--- src/rtl/dmem_arbiter_lsu.sv ---
// Load/store unit and debug arbiter in front of a single-port, byte-enabled data memory with 1-cycle read.
// Optional performance counters are enabled by defining DMEM_ARB_PERF_EN.
module dmem_arbiter_lsu #(
  parameter int unsigned DBG_STARVE_MAX = 8,
  parameter int unsigned CNT_W          = 16
) (
  input  logic             clock,
  input  logic             reset_n,
  input  logic             cpu_req,
  input  logic             cpu_we,
  input  logic [1:0]       cpu_size,
  input  logic             cpu_unsigned,
  input  logic [31:0]      cpu_addr,
  input  logic [31:0]      cpu_wdata,
  output logic             cpu_stall,
  output logic [31:0]      cpu_rdata,
  output logic             cpu_misalign,
  input  logic             dbg_req,
  input  logic             dbg_we,
  input  logic [31:0]      dbg_addr,
  input  logic [31:0]      dbg_wdata,
  output logic             dbg_ack,
  output logic [31:0]      dbg_rdata,
  output logic             mem_store,
  output logic [1:0]       mem_storetype,
  output logic [31:0]      mem_addr,
  output logic [31:0]      mem_wdata,
`ifdef DMEM_ARB_PERF_EN
  input  logic             perf_clr,
  output logic [CNT_W-1:0] perf_conflicts,
  output logic [CNT_W-1:0] perf_stalls,
`endif
  input  logic [31:0]      mem_rdata
);

  localparam int unsigned STARVE_W = (DBG_STARVE_MAX < 1) ? 1 : $clog2(DBG_STARVE_MAX + 1);
  localparam logic [STARVE_W-1:0] STARVE_MAX = STARVE_W'(DBG_STARVE_MAX);

  if (CNT_W < 1) begin : g_cnt_w_chk
    $error("CNT_W must be at least 1");
  end

  typedef enum logic [1:0] {
    IDLE     = 2'd0,
    CPU_RD   = 2'd1,
    DBG_DONE = 2'd2
  } state_e;

  state_e              state_q;
  logic [STARVE_W-1:0] cnt_q;
  logic [STARVE_W-1:0] cnt_d;
  logic [31:0]         addr_q;
  logic [1:0]          size_q;
  logic                uns_q;
  logic                dbg_we_q;

  logic misalign_s;
  logic cpu_valid_s;
  logic dbg_grant_s;
  logic cpu_grant_s;
  logic stall_s;
  logic store_s;

  function automatic logic is_misaligned(input logic [1:0] sz, input logic [1:0] a);
    logic r;
    case (sz)
      2'b00:   r = 1'b0;
      2'b01:   r = a[0];
      2'b10:   r = (a != 2'b00);
      default: r = 1'b1;
    endcase
    return r;
  endfunction

  // Picks the addressed byte/half out of the memory word and extends it to 32 bits.
  function automatic logic [31:0] fmt_load(input logic [31:0] w, input logic [1:0] a,
                                           input logic [1:0] sz, input logic uns);
    logic [7:0]  b;
    logic [15:0] h;
    logic [31:0] r;
    case (a)
      2'b00:   b = w[7:0];
      2'b01:   b = w[15:8];
      2'b10:   b = w[23:16];
      default: b = w[31:24];
    endcase
    h = a[1] ? w[31:16] : w[15:0];
    case (sz)
      2'b00:   r = uns ? {24'h000000, b} : {{24{b[7]}}, b};
      2'b01:   r = uns ? {16'h0000, h} : {{16{h[15]}}, h};
      default: r = w;
    endcase
    return r;
  endfunction

  // Grant decision; a misaligned CPU request is treated as no request.
  always_comb begin
    misalign_s  = is_misaligned(cpu_size, cpu_addr[1:0]);
    cpu_valid_s = cpu_req && !misalign_s;
    dbg_grant_s = 1'b0;
    cpu_grant_s = 1'b0;
    if (state_q == IDLE) begin
      dbg_grant_s = dbg_req && ((DBG_STARVE_MAX == 0) || (cnt_q == STARVE_MAX) || !cpu_valid_s);
      cpu_grant_s = cpu_valid_s && !dbg_grant_s;
    end else begin
      dbg_grant_s = 1'b0;
      cpu_grant_s = 1'b0;
    end
  end

  // Starvation counter next value: cleared on debug grant, saturating otherwise.
  always_comb begin
    cnt_d = cnt_q;
    if (dbg_grant_s) begin
      cnt_d = '0;
    end else if (dbg_req && (cnt_q != STARVE_MAX)) begin
      cnt_d = cnt_q + STARVE_W'(1);
    end else begin
      cnt_d = cnt_q;
    end
  end

  // Control FSM and capture of the load attributes needed in the data cycle.
  always_ff @(posedge clock or negedge reset_n) begin
    if (!reset_n) begin
      state_q  <= IDLE;
      cnt_q    <= '0;
      addr_q   <= 32'h0000_0000;
      size_q   <= 2'b00;
      uns_q    <= 1'b0;
      dbg_we_q <= 1'b0;
    end else begin
      cnt_q <= cnt_d;
      case (state_q)
        IDLE: begin
          if (dbg_grant_s) begin
            state_q  <= DBG_DONE;
            dbg_we_q <= dbg_we;
          end else if (cpu_grant_s && !cpu_we) begin
            state_q <= CPU_RD;
            addr_q  <= cpu_addr;
            size_q  <= cpu_size;
            uns_q   <= cpu_unsigned;
          end else begin
            state_q <= IDLE;
          end
        end
        CPU_RD:   state_q <= IDLE;
        DBG_DONE: state_q <= IDLE;
        default:  state_q <= IDLE;
      endcase
    end
  end

  // Memory-side issue; the load address is held through the data cycle.
  always_comb begin
    mem_addr      = addr_q;
    mem_wdata     = cpu_wdata;
    mem_storetype = 2'b10;
    store_s       = 1'b0;
    if (state_q == IDLE) begin
      if (dbg_grant_s) begin
        mem_addr      = dbg_addr & 32'hFFFF_FFFC;
        mem_wdata     = dbg_wdata;
        mem_storetype = 2'b10;
        store_s       = dbg_we;
      end else if (cpu_grant_s) begin
        mem_addr      = cpu_addr;
        mem_storetype = cpu_size;
        store_s       = cpu_we;
      end else begin
        mem_addr = cpu_addr;
      end
    end else begin
      store_s = 1'b0;
    end
  end

  // CPU and debug responses; everything is quiet while reset is asserted.
  always_comb begin
    stall_s      = 1'b0;
    cpu_rdata    = 32'h0000_0000;
    dbg_rdata    = 32'h0000_0000;
    cpu_misalign = 1'b0;
    case (state_q)
      IDLE: begin
        stall_s      = cpu_valid_s && (dbg_grant_s || !cpu_we);
        cpu_misalign = cpu_req && misalign_s && reset_n;
      end
      CPU_RD: begin
        cpu_rdata = fmt_load(mem_rdata, addr_q[1:0], size_q, uns_q);
      end
      DBG_DONE: begin
        stall_s   = cpu_req;
        dbg_rdata = dbg_we_q ? 32'h0000_0000 : mem_rdata;
      end
      default: begin
        stall_s = 1'b0;
      end
    endcase
  end

  assign dbg_ack   = (state_q == DBG_DONE);
  assign cpu_stall = stall_s && reset_n;
  assign mem_store = store_s && reset_n;

`ifdef DMEM_ARB_PERF_EN
  logic conflict_s;
  assign conflict_s = (state_q == IDLE) && cpu_valid_s && dbg_req;

  // Saturating performance counters; perf_clr wins over counting.
  always_ff @(posedge clock or negedge reset_n) begin
    if (!reset_n) begin
      perf_conflicts <= '0;
      perf_stalls    <= '0;
    end else if (perf_clr) begin
      perf_conflicts <= '0;
      perf_stalls    <= '0;
    end else begin
      if (conflict_s && !(&perf_conflicts)) begin
        perf_conflicts <= perf_conflicts + CNT_W'(1);
      end else begin
        perf_conflicts <= perf_conflicts;
      end
      if (cpu_stall && !(&perf_stalls)) begin
        perf_stalls <= perf_stalls + CNT_W'(1);
      end else begin
        perf_stalls <= perf_stalls;
      end
    end
  end
`endif

endmodule

--- config.mk ---
export PLATFORM = sky130hd
export DESIGN_NAME = dmem_arbiter_lsu
export DESIGN_NICKNAME = d
export VERILOG_FILES = /design/src/rtl/dmem_arbiter_lsu.sv
export SDC_FILE = /design/constraint.sdc
export NUM_CORES = 1
export LEC_CHECK = 0
export ABC_CLOCK_PERIOD_IN_PS = 4740
export CELL_PAD_IN_SITES_DETAIL_PLACEMENT = 1
export CELL_PAD_IN_SITES_GLOBAL_PLACEMENT = 1
export CORE_UTILIZATION = 25
export DETAILED_ROUTE_END_ITERATION = 16
export PLACE_DENSITY_LB_ADDON = 0.1
export SLEW_MARGIN = 10
export SYNTH_ARGS = -nofsm -noshare
export SYNTH_HDL_FRONTEND = slang
export SYNTH_SLANG_ARGS = --single-unit
--- constraint.sdc ---
create_clock -name clock -period 4.74 [get_ports clock]
set_input_delay 0.711 -clock clock [delete_from_list [all_inputs] [get_ports clock]]
set_output_delay 0.711 -clock clock [all_outputs]
set_load 0.02 [all_outputs]
==> results of run 1 <==
==> stage by stage <==
step | power (uW) | worst slack [ns] | util (%)
finish | 1970 | 0.679 | 47.2
global route | 2100 | 0.533 | 47.2
CTS | 1990 | 0.654 | 47.2
detailed placement | 1630 | 0.664 | 46.3
global placement | 1600 | 0.762 | 46.3
floorplan | 1140 | 2.05 | -
==> synth_stat cells (all sizes together) (3+ instances only) <==
library cell  count
mux2             74
a21oi            48
nor2             45
dfrtp            42
o21ai            42
a31oi            37
and2             32
clkbuf           31
nand2            21
a21o             16
buf              10
nor3             10
o221a             7
inv               6
nor2b             6
nand3             4
or2               3
==> layout make-up <==
cell class / count / share of cell area, %
Sequential cell: 42 / 14.6
Clock inverter: 3 / 0.261
Antenna cell: 1 / 0.0349
Inverter: 7 / 0.366
Multi-Input combinational cell: 371 / 36.7
Clock buffer: 5 / 1.74
Tap cell: 188 / 3.28
Timing Repair Buffer: 312 / 43.0
==> layout by cell type, fill, tap and decap left out, types with 3 or more instances in the layout <==
cell             synthesis  final
clkdlybuf4s50_1          0    299
a21oi_1                 48     48
mux2_2                  46     46
nor2_1                  45     44
dfrtp_1                 42     42
o21ai_0                 41     41
a31oi_1                 37     37
and2_1                  32     32
mux2_4                  28     28
nand2_1                 21     21
a21o_1                  16     16
buf_4                    1     12
nor3_1                   9      9
o221a_2                  7      7
inv_1                    6      6
nor2b_1                  6      6
clkbuf_16                0      5
nand3_1                  4      4
or2_2                    2      3
==> critical path, delay by kind of cell <==
family                 cells  cell delay, ns
AO/OA/AOI/OAI              2            0.59
AND/OR/NAND/NOR            1            0.16
multiplexers               1            0.39
buffers and inverters      3            1.49
==> registers in the layout, indices dropped and copies added, names as in the netlist <==
signal    flops
dbg_we_q      1
state_q       2
cnt_q         4
addr_q       32
size_q        2
uns_q         1
==> cell families (layout without fill, tap and decap cells) <==
kind of cell	Yosys count	in the layout
fa+ha+maj	2	2
xor+xnor	3	3
mux	76	76
compound gates	162	162
other cells	0	1
buf+inv	48	327
flops	42	42
simple gates	128	128
==> power groups by stage <==
stage | clock [uW] | sequential, uW | combinational [uW]
floorplan | 0 | 513 | 626
global placement | 0 | 546 | 1060
detailed placement | 0 | 550 | 1080
CTS | 358 | 547 | 1090
global route | 371 | 564 | 1160
finish | 345 | 548 | 1080
==> metal layers <==
| layer | part of all wire, % | vias up |
|---|---|---|
| met5 | 0 | - |
| met4 | 1.3 | 0 |
| met3 | 6.0 | 16 |
| met2 | 51 | 150 |
| met1 | 42 | 2253 |
| li1 | - | 2222 |
==> worst max-delay path by stage <==
| stage | end | slack (ns) | cells past startpoint |
|---|---|---|---|
| 3_5_place_dp | mem_wdata[5] | 0.66 | 7 |
| 4_1_cts | mem_wdata[5] | 0.65 | 7 |
| 2_1_floorplan | mem_wdata[10] | 2.05 | 5 |
| 3_3_place_gp | mem_wdata[9] | 0.76 | 7 |
| 5_1_grt | mem_wdata[5] | 0.53 | 7 |
| 6_report | mem_wdata[5] | 0.68 | 7 |
==> results.toml, run 1 <==
[timing]
min_period_ns = 4.06
hold-worst-slack_ns = 0.340
rsz0062_at_grt = "no"
relSlewSlack_pct = 44.9
worst_slew_pin_slew_ns = 0.826
timing.fmax_ghz = 0.246
tns_ns = 0
setup_viol_count_final = 0
finalClockSkew_ns = 0.00649
finalCritPeriodShare_pct = 85.7
maxSlewViolCount = 0
hold_viol = 0

[cells_and_area]
finalInstanceArea_sq_um = 7180
drive_gt1_share_pct = 15.0
instances_no_fill = 929
syn_to_final_growth_pct = 84.4
ff_latch_area_sq_um = 1050
final_nets = 910
multi_input_area_sq_um = 2630
n_fill_cell = 1783

[cts]
cts_tree = "done"
cts-root-buf = "clkbuf_16"
hold_buffers = 0
htreeDepth = 2
clock-sinks = 42
cts_resized = 0
clk_latency_ns = 0.29
clock_path_buffers = 2
path_clk_slew_ns = 0.06
postCtsSetupRepairBufs = 0
cts_buffers = 5

[yosys]
ys_ff_latch = 42
synth_area_sq_um = 3890
seq_area_frac_synth_pct = 27.0
synth_edf_count = 0
yosysTopAreaCellShare_pct = 27.0
synth_top_family_by_area = "compound AO/OA/AOI/OAI gates"
synth_compound_area_share_pct = 25.4
ys.flop_type = "dfrtp_1"
syn_area_per_cell_sq_um = 8.45
async_reset_ff_share_pct = 100
syn_inst = 461
yosys.area_share.simple_pct = 16.2
synth-adder-area-share_pct = 0.643
synth_area_leaders = "dfrtp_1, mux2_2, mux2_4"
synth_nets = 632
ys.warnings.count = 0
yosys.area.top_type = "dfrtp_1"
synth_cell_types = 43
yosys-mux-area-fraction_pct = 24.6
synth_xor_area_share_pct = 0.675

[routing]
wl_per_cell_microns = 19.7
drtAntennaViolNets = 0
first_iter_violations = 198
vias_per_cell = 5.00
drc = 0
first_pass_iters = 4
vias = 4641
drt-total-wl_microns = 18300

[floorplan]
coreArea_sq_um = 15200
ios = 303
rows = 45
die_area_sq_um = 16100
die_h_microns = 127
die_width_microns = 127
initial_core_util_pct = 25.6

[placed_design]
hpwl_microns = 14600
gp_congestion = 0.771
dp.cells = 920
portBuffers = 300
dpl_cell_area_sq_um = 7030

[setup_path]
r2r_start = "cnt_q[0]$_DFFE_PN0P_"
r2r_cells = 7
start_kind = "input port"
crit_chain = "clkdlybuf4s50_1, a21oi_1, o211ai_1, nand3_1, buf_4, mux2_2, clkdlybuf4s50_1"
critPathKind = "in -> out"
rr_endpoint = "addr_q[6]$_DFFE_PN0P_"
slowest_stage = "clkdlybuf4s50_1"
critPathMaxFanout = 32
crit_start = "cpu_addr[0]"
required_ns = 4.03
max_stage_delay_ns = 0.60
ff2ff_setup_slack_ns = 2.12
crit_top_cell = "clkdlybuf4s50_1"
crit_path_end_kind = "output pin"
critPathArrivalTime_ns = 3.35

[pwr]
power_density_nw_per_um2 = 274
intPower_uw = 1220
combPwrFrac_pct = 54.7
swShare_pct = 38.0
leakagePower_uw = 0.00301
p_switching_uw = 748
ir_drop_mv = 0.153
power_frac_seq_pct = 27.8
power_frac_clock_pct = 17.5

[global_route]
grt_pass1_vias = 4929
use_met2_pct = 40.1
grtUsageMet1_pct = 27.7
grt_overflow = 0
busiest_layer = "met2"
grt_pass1_wl_microns = 28300
antenna_found_initial = 0
grt_use_met3_pct = 5.06
track_usage_pct = 22.5
grt_max_degree = 36

[run]
cap_violations = 0

[min_path]
min_path_type = "in -> async"

[run_status]
status = "complete, no violations"
Power figures use the tool's default switching activity.
==> run 2: changes to the inputs <==
ABC_CLOCK_PERIOD_IN_PS = 5200   (was 4740)
CAP_MARGIN = 15   (was not set)
clock period = 5.2 ns   (was 4.74 ns; I/O delays follow)
==> results.toml, run 2 (synthesized netlist as in run 1, its figures left out) <==
[timing]
hold_viol = 0
worst_slew_pin_slew_ns = 1.15
tns_ns = 0
maxSlewViolCount = 0
setup_viol_count_final = 0
rsz0062_at_grt = "no"
finalCritPeriodShare_pct = 84.5
timing.fmax_ghz = 0.227
finalClockSkew_ns = 0.00789
relSlewSlack_pct = 23.6
fin_ws_ns = 0.804
min_period_ns = 4.40

[cells_and_area]
final_nets = 909
mostFrequentLayoutCells = "clkdlybuf4s50_1, a21oi_1, mux2_2, nor2_1, dfrtp_1"
syn_to_final_growth_pct = 84.3
drive_gt1_share_pct = 14.7
mostFrequentLayoutCell = "clkdlybuf4s50_1"
largest_reg_flops = 32
antenna_cells = 0
reg_top3 = "addr_q x32, cnt_q x4"
regMostFlops = "addr_q"

[cts]
path_clk_slew_ns = 0.06
clock-sinks = 42
cts_resized = 0
postCtsSetupRepairBufs = 0
clock_path_buffers = 2
clk_latency_ns = 0.29
hold_buffers = 0
cts-root-buf = "clkbuf_16"
htreeDepth = 2
cts_buffers = 5
cts_tree = "done"

[routing]
drc = 0
first_iter_violations = 175
drt-total-wl_microns = 18200
drtAntennaViolNets = 0
wl_per_cell_microns = 19.6
vias = 4646
first_pass_iters = 4
vias_per_cell = 5.01

[setup_path]
critPathKind = "in -> out"
crit_path_end_kind = "output pin"
r2r_start = "cnt_q[0]$_DFFE_PN0P_"
critPathMaxFanout = 31
critPathArrivalTime_ns = 3.62
start_kind = "input port"
rr_endpoint = "addr_q[8]$_DFFE_PN0P_"
required_ns = 4.42
r2r_cells = 6
ff2ff_setup_slack_ns = 2.48

[run_status]
status = "complete, no violations"

[global_route]
antenna_found_initial = 1
grt_max_degree = 37
grt_pass1_wl_microns = 28100
track_usage_pct = 22.2
grt_pass1_vias = 4826
grt_overflow = 0

[floorplan]
die_width_microns = 127
die_area_sq_um = 16100
ios = 303
coreArea_sq_um = 15200
die_h_microns = 127
rows = 45
initial_core_util_pct = 25.6

[placed_design]
pre_cts_slack_ns = 0.813
hpwl_microns = 14400
portBuffers = 300
gp_congestion = 0.803

[pwr]
leakagePower_uw = 0.00301
ir_drop_mv = 0.126
power_uw = 1800
power_density_nw_per_um2 = 251

[min_path]
min_path_type = "in -> async"

[run]
cap_violations = 0
-- run 2: cell count changes in the layout (fill, tap and decap cells not counted) --
| cell | delta |
|---|---|
| clkbuf_1 | +1 |
| diode_2 | -1 |
| buf_4 | -1 |
| clkinv_2 | -2 |
| clkbuf_8 | +1 |
-- run 2: final cells by class --
type,count,area [sq um]
timing repair buffer,311,3080
inverter,7,26.3
multi-input combinational,371,2630
clock inverter,1,8.76
fill,1752,8030
sequential,42,1050
tap,188,235
clock buffer,7,143
-- run 2: per-stage QoR --
step	instances	hold WS, ns	util, %	instance area [sq um]
after floorplan	461	0.480	-	3890
after global placement	918	0.493	46.2	7020
after detailed placement	918	0.496	46.2	7020
after CTS	926	0.407	47.2	7170
after global routing	927	0.425	47.2	7180
final	927	0.413	47.2	7180
-- run 2: worst max-delay path, stage by stage --
cell	delay, ns
clkdlybuf4s50_1	0.51
a21oi_1	0.39
o211a_1	0.81
nor2_1	0.20
o21ai_0	0.24
clkdlybuf4s50_1	0.66
-- run 2: how the worst max path moves through the flow --
stage / slack [ns] / startpoint / cells after the start / to
6_report: 0.80 / cpu_addr[0] / 6 / mem_addr[0]
2_1_floorplan: 2.37 / cpu_size[0] / 5 / mem_wdata[10]
3_3_place_gp: 0.83 / cpu_addr[0] / 6 / mem_addr[0]
3_5_place_dp: 0.81 / cpu_addr[0] / 6 / mem_addr[1]
5_1_grt: 0.55 / cpu_addr[0] / 6 / mem_addr[0]
4_1_cts: 0.74 / cpu_addr[0] / 6 / mem_addr[0]
-- run 2: power breakdown --
part	total (uW)	internal, uW	switching (uW)	leakage (uW)
logic	996	519	477	0.00243
clock network	323	193	130	0.0000745
registers	484	418	66.5	0.000509
-- run 2: per-layer routing --
metal  vias up  track usage (%)  wire length, microns
met3        15             4.85                  1010
met5         -                0                    12
met2       152             39.3                  9200
met1      2250             27.9                  7810
met4         2             3.50                   181
li1       2227                -                     -
